### src/rtl/modport_regfile.sv
// Host-bus control/status register block: ID/VERSION constants, CTRL, an 8-bit
// event counter with a sticky wrap flag, and eight scratch registers.
module modport_regfile (
    input  logic       clk_i,
    input  logic       rst_i,
    input  logic       sel,
    input  logic       wr,
    input  logic [3:0] addr,
    input  logic [7:0] wdata,
    output logic [7:0] rdata
);

    localparam logic [7:0] ID_VAL      = 8'hA5;
    localparam logic [7:0] VERSION_VAL = 8'h01;

    localparam logic [3:0] A_ID      = 4'h0;
    localparam logic [3:0] A_VERSION = 4'h1;
    localparam logic [3:0] A_CTRL    = 4'h2;
    localparam logic [3:0] A_COUNT   = 4'h3;
    localparam logic [3:0] A_STATUS  = 4'h4;

    logic [7:0] r_ctrl;
    logic [7:0] r_count;
    logic       r_wrap;
    logic [7:0] r_scratch [0:7];
    logic [7:0] r_rdata;

    logic       w_wr_en;
    logic       w_rd_en;
    logic       w_ctrl_wr;
    logic       w_clr;
    logic       w_w1c;
    logic       w_inc;
    logic       w_wrap_evt;
    logic [7:0] w_rd_val;

    assign w_wr_en    = sel & wr;
    assign w_rd_en    = sel & ~wr;
    assign w_ctrl_wr  = w_wr_en & (addr == A_CTRL);
    assign w_clr      = w_ctrl_wr & wdata[1];
    assign w_w1c      = w_wr_en & (addr == A_STATUS) & wdata[0];
    assign w_inc      = r_ctrl[0];
    // A clear in the same edge suppresses the increment, so it cannot wrap either.
    assign w_wrap_evt = w_inc & ~w_clr & (r_count == 8'hFF);

    // NOTE: default first so every path assigns w_rd_val and no latch is inferred.
    always_comb begin
        w_rd_val = 8'h00;
        if (addr[3]) begin
            w_rd_val = r_scratch[addr[2:0]];
        end else begin
            case (addr)
                A_ID:     w_rd_val = ID_VAL;
                A_VERSION:w_rd_val = VERSION_VAL;
                A_CTRL:   w_rd_val = r_ctrl;
                A_COUNT:  w_rd_val = r_count;
                A_STATUS: w_rd_val = {7'b0, r_wrap};
                default:  w_rd_val = 8'h00;
            endcase
        end
    end

    // NOTE: sequential state uses non-blocking assignments so all registers
    // see pre-edge values of each other.
    always_ff @(posedge clk_i or posedge rst_i) begin
        if (rst_i) begin
            r_ctrl <= 8'h00;
        end else if (w_ctrl_wr) begin
            r_ctrl <= {wdata[7:2], 1'b0, wdata[0]};
        end
    end

    always_ff @(posedge clk_i or posedge rst_i) begin
        if (rst_i) begin
            r_count <= 8'h00;
        end else if (w_clr) begin
            r_count <= 8'h00;
        end else if (w_inc) begin
            r_count <= r_count + 8'd1;
        end
    end

    always_ff @(posedge clk_i or posedge rst_i) begin
        if (rst_i) begin
            r_wrap <= 1'b0;
        end else if (w_wrap_evt) begin
            r_wrap <= 1'b1;
        end else if (w_w1c) begin
            r_wrap <= 1'b0;
        end
    end

    // NOTE: the scratch array is reset because software expects it to read 0
    // after reset; with only eight entries it stays in flops.
    always_ff @(posedge clk_i or posedge rst_i) begin
        if (rst_i) begin
            for (int i = 0; i < 8; i++) begin
                r_scratch[i] <= 8'h00;
            end
        end else if (w_wr_en && addr[3]) begin
            r_scratch[addr[2:0]] <= wdata;
        end
    end

    always_ff @(posedge clk_i or posedge rst_i) begin
        if (rst_i) begin
            r_rdata <= 8'h00;
        end else if (w_rd_en) begin
            r_rdata <= w_rd_val;
        end
    end

    assign rdata = r_rdata;

endmodule

### config.mk
export PLATFORM = sky130hd
export DESIGN_NAME = modport_regfile
export DESIGN_NICKNAME = d
export VERILOG_FILES = /design/src/rtl/modport_regfile.sv
export SDC_FILE = /design/constraint.sdc
export NUM_CORES = 1
export LEC_CHECK = 0
export BUFFER_PORTS_ARGS = -buffer_cell sky130_fd_sc_hd__buf_2
export CAP_MARGIN = 20
export CORE_ASPECT_RATIO = 1.2
export CORE_UTILIZATION = 60
export CTS_BUF_LIST = sky130_fd_sc_hd__clkbuf_4
export DETAILED_ROUTE_END_ITERATION = 8
export PLACE_DENSITY = 0.8
export SKIP_CTS_REPAIR_TIMING = 1
export SLEW_MARGIN = 20
export SYNTH_ARGS = -nofsm -noshare
export SYNTH_HDL_FRONTEND = slang
export SYNTH_SLANG_ARGS = --single-unit
export TNS_END_PERCENT = 1
### constraint.sdc
create_clock -name clk_i -period 7.45 [get_ports clk_i]
set_input_delay 0.3725 -clock clk_i [delete_from_list [all_inputs] [get_ports clk_i]]
set_output_delay 0.3725 -clock clk_i [all_outputs]
set_load 0.05 [all_outputs]
Word-level counts from Yosys, hierarchy flattened --
Index checks and enable logic that the tools add are counted.
Cells by class: add/sub/neg operators 1, equal/unequal tests 5, $lt $le $gt $ge 2, multiplexer cells 12, reduce and logical (&&, ||, !) cells 5, bitwise operators 11
Operator list (number):
- 64-bit bitwise mux | 1
- 8-bit two-way mux | 6
- 8-bit one-hot mux with 5 select lines | 1
- 8-bit binary-select mux with 3-bit select | 1
- 8-bit demux with 3-bit select | 1
- 8-bit by 1-bit adder with 8-bit output, second input constant | 1
- 1-bit bitwise AND | 8
- 4-bit by 2-bit == test with 1-bit output, second input constant | 2
- 8-bit == test, second input constant | 1
- 4-bit by 1-bit == test with 1-bit output, second input constant | 1
- 4-bit by 3-bit == test with 1-bit output, second input constant | 1
- 4-bit greater-or-equal comparator, second input constant | 1
- 4-bit logical NOT | 1
- 4-bit by 1-bit less-than comparator with 1-bit output, second input constant | 1
- 3-bit inverter with 4-bit output | 1
- 2-bit nonzero test | 2
- 1-bit logical AND | 2
- 1-bit two-way mux | 2
- 1-bit inverter | 2
Storage, ports and cells: logic and storage cells 48, input bits 16, register bits 88

Depth between registers and ports, before layout --
depth after elaboration 7, gate-level depth with buffers 7, mapped depth without buffers 5

Worst setup path after synthesis --
OpenSTA, ideal clock, no wires.
path kind in2reg, from input port addr[3], to register r_scratch[48] in the netlist's numbering, stages 5, path slack 5.885 ns, path buffers 2, data arrival time 1.440 ns, library setup time 0.125 ns, path through buf_2 > nand4_4 > or3_1 > buf_6 > mux2_4
On the way: word-level cells in the longest chain between the ends 1
Ends and longest elaborated chain:
- start, declared | RTL line 8 | input logic [3:0] addr,
- 1-bit logical AND | RTL line 100 | end else if (w_wr_en && addr[3]) begin
- end signal, assigned by index | RTL line 101 | r_scratch[addr[2:0]] <= wdata;
- end, declared | RTL line 25 | logic [7:0] r_scratch [0:7];
Every way passes these cells. A chain may end at the register's enable or synchronous reset.

Worst setup path after layout --
from input port addr[0], to register r_rdata[2], in the netlist rdata[2]
On the way: word-level cells in the longest chain between the ends 5, elaborated cells on any way between the ends 11, those cells by class eq/ne (4); mux (5); bitwise (1); reduce/logical (1)
Ends and longest elaborated chain:
- 3-bit inverter with 4-bit output (implied by the code) | RTL line 50 | w_rd_val = r_scratch[addr[2:0]];
- 8-bit binary-select mux with 3-bit select | RTL line 50
- 8-bit two-way mux (implied by the code) (2 in a row) | RTL line 50
- 8-bit two-way mux (*) | RTL line 49 | if (addr[3]) begin
- end signal, assigned | RTL line 109 | r_rdata <= w_rd_val;
- end, declared | RTL line 26 | logic [7:0] r_rdata;
Mark *: on every way between the ends. The rest lies on a longest branch, timed or not. The select of a mux whose other input is x is not followed.

==> impl_results.md <==
* Status: completed
* Max Slew Vio Count at 0
* Part of the cycle the worst path needs at 23.7%
* Clk slew on worst S/H paths at 130 ps
* Hold Slack at 124 ps
* Synth top area cells: dfrtp_1, mux2_2, mux2i_1
* Maxcap violations at 0
* Post-DRT Antenna Nets at 0
* Switch share at 31.5%
* Clock skew at 17.2 ps
* Yosys top cell by area: dfrtp_1
* Max frequency at 565 MHz
* Top-area cell type share of the netlist area at 51.7%
* Largest delay share family, worst path: multiplexers
* Sw power at 0.000375 W
* CP Capture Type: register
* Synth Register Bits at 88
* Grt total ovfl at 0
* Sequential share of power at 55.5%
* Total power at 0.00119 W
* DP HPWL at 6.29 mm
* PwrDens at 263 nW/µm²
* Avg WL per Cell at 20.9 µm
* IO Pins at 24
* Crit-path slowest cell: mux4_2
* Die area at 7440 µm²
* Worst r2r src: r_scratch[26]
* Num rows at 33
* Core area at 6850 µm²
* Post-Syn Area at 4260 µm²
* Commonest non-fill, non-tap cell in the layout: dfrtp_1
* Critical path, cell by cell: buf_2 > buf_4 > mux4_2 > mux2_2 > a221oi_1 > nor2_1
* Buffer and inverter count on the worst path at 2
* Combinational power share at 22.7%
* PortBufs at 23
* Final #Nets at 365
* Max Fanout on Critical Path at 41
* Starting Density at 62.1%
* TritonCTS clock tree: yes
* Die H at 94.3 µm
* Number of library cell types mapped by synthesis at 53
* Final wirelength at 9.17 mm
* VDD IR max at 130 µV
* Largest net degree at the start of global routing at 89
* Vias at 2,827
* Die width at 78.9 µm
* Critical Path AT at 2100 ps
* Pleak at 2.03 nW
* YS warnings at 0
* Later-pin clock latency in the skew report at 450 ps
* GPL Wtd Cong at 0.829
* Mapped Nets at 345
* CP startpoint kind: input pin
* Synth Flop Type: dfrtp_1
* Final setup viols at 0
* Post-layout util at 66.0%
* Internal power at 0.000816 W
* H-tree levels at 3
* CTS Buffer Depth at 2
* Fin Setup TNS at 0 ps
* Min cycle time layout at 1770 ps
* First-pass GRT wire length at 15.3 mm
* Gr usage total at 27.9%
* RSZ-0062 raised after global routing: no
* Synth Area per Inst at 13.0 µm²
* Area delta synth->final at 6.29%
* WP data required at 7780 ps
* Async SR Flop Fraction at 100%
* Worst slew pin tran at 776 ps
* Relative slew slack at 48.3%
* Via density at 6.44
* Pre-antenna DRT Iters at 5
* Sequential-to-total area share from yosys stat at 51.7%
* Initial DRC count at 237
* Clock sink count at 88
* Antenna violations before repair at 0
* Layout cells sized above 1 at 38.1%
* Max stage delay on crit path at 580 ps
* Clock network fraction of total power at 21.8%
* Setup CP Type: in -> reg
* Post-Syn Instances at 328
* CTS Root Cell: clkbuf_4
* Total CTS buffers at 9
* Vias in the first global route at 2,842
* Number of synthesized flops with an enable pin at 0
* Most frequent cells in the layout: dfrtp_1, mux2_2, buf_2
* Worst Hold Class: in -> async
* ANT cells at 0
* DRC viols at 0
* CP startpoint: addr[0]
* Fin. Hold Viols at 0
-- final cells by class --
cell class	count	area, µm²
tap	87	109
inverter	5	20.0
multi-input combinational	219	1930
clock buffer	9	67.6
timing repair buffer	25	134
clock inverter	6	61.3
sequential	88	2200
fill	563	2330
-- final timing paths --
kind,endpoint,slack (ps),depth (start not counted)
hold reg to reg,r_scratch[57],500,2
max in group asynchronous,r_scratch[13],6810,3
hold / removal,r_scratch[58],120,3
setup / recovery,rdata[2],5680,6
setup reg to reg,rdata[2],5870,4
min in group clk_i,r_scratch[17],260,2
-- cell families (layout without fill, tap and decap cells) --
| kind of cell | Yosys count | in the layout | share of synthesized area (%) |
|---|---|---|---|
| xor+xnor | 7 | 7 | 1.44 |
| mux | 98 | 98 | 26.4 |
| flops | 88 | 88 | 51.7 |
| buf+inv | 21 | 45 | 2.91 |
| simple gates | 64 | 64 | 8.55 |
| compound gates | 49 | 49 | 8.70 |
| fa+ha+maj | 1 | 1 | 0.294 |
-- through the flow --
step | cell area (µm²) | setup slack, ps | std cells
final | 4530 | 5680 | 439
after global routing | 4530 | 5590 | 439
after CTS | 4520 | 5680 | 439
after detailed placement | 4390 | 5220 | 424
after global placement | 4390 | 5250 | 424
after floorplan | 4260 | 4800 | 328
-- power groups by stage --
stage | registers (W) | clock network, W | logic [W]
5_1_grt | 0.000675 | 0.000283 | 0.000297
6_report | 0.000661 | 0.000259 | 0.000270
3_3_place_gp | 0.000663 | 0 | 0.000258
2_1_floorplan | 0.000666 | 0 | 0.000194
3_5_place_dp | 0.000669 | 0 | 0.000271
4_1_cts | 0.000659 | 0.000262 | 0.000272
-- worst reg2reg max path: cells and delay by family, from the launching register on --
family          cells  cell delay, ps
mux                 2             730
compound gates      1             240
simple gates        1              70
flops               1             420
-- cell usage after synthesis, drive strengths merged, types with 2 or more instances --
library cell	count
o22ai	4
mux4	2
nor3b	2
xor2	4
or3	2
mux2	80
mux2i	16
nand2	11
a221oi	5
a41oi	2
nor2	28
a21oi	2
o21ai	10
nor2b	2
inv	5
o22a	3
nand2b	3
a31oi	2
a22oi	4
nand4	4
a221o	2
nand3	4
o2bb2ai	7
buf	10
clkbuf	6
dfrtp	88
xnor2	3
-- state kept, by name, summed over array words and instances, names as in the netlist --
register and flops:
r_scratch 64, r_count 8, rdata 8, r_ctrl 7
r_wrap 1
-- per-layer routing --
layer | global-route usage, % | routed length, µm | vias to the layer above
met2 | 45.6 | 4600 | 80
li1 | - | - | 1246
met1 | 36.0 | 4010 | 1481
met4 | 10.2 | 178 | 0
met3 | 6.70 | 382 | 20
met5 | 0 | 0 | -
Note: power is estimated with default switching activity, not from simulation.
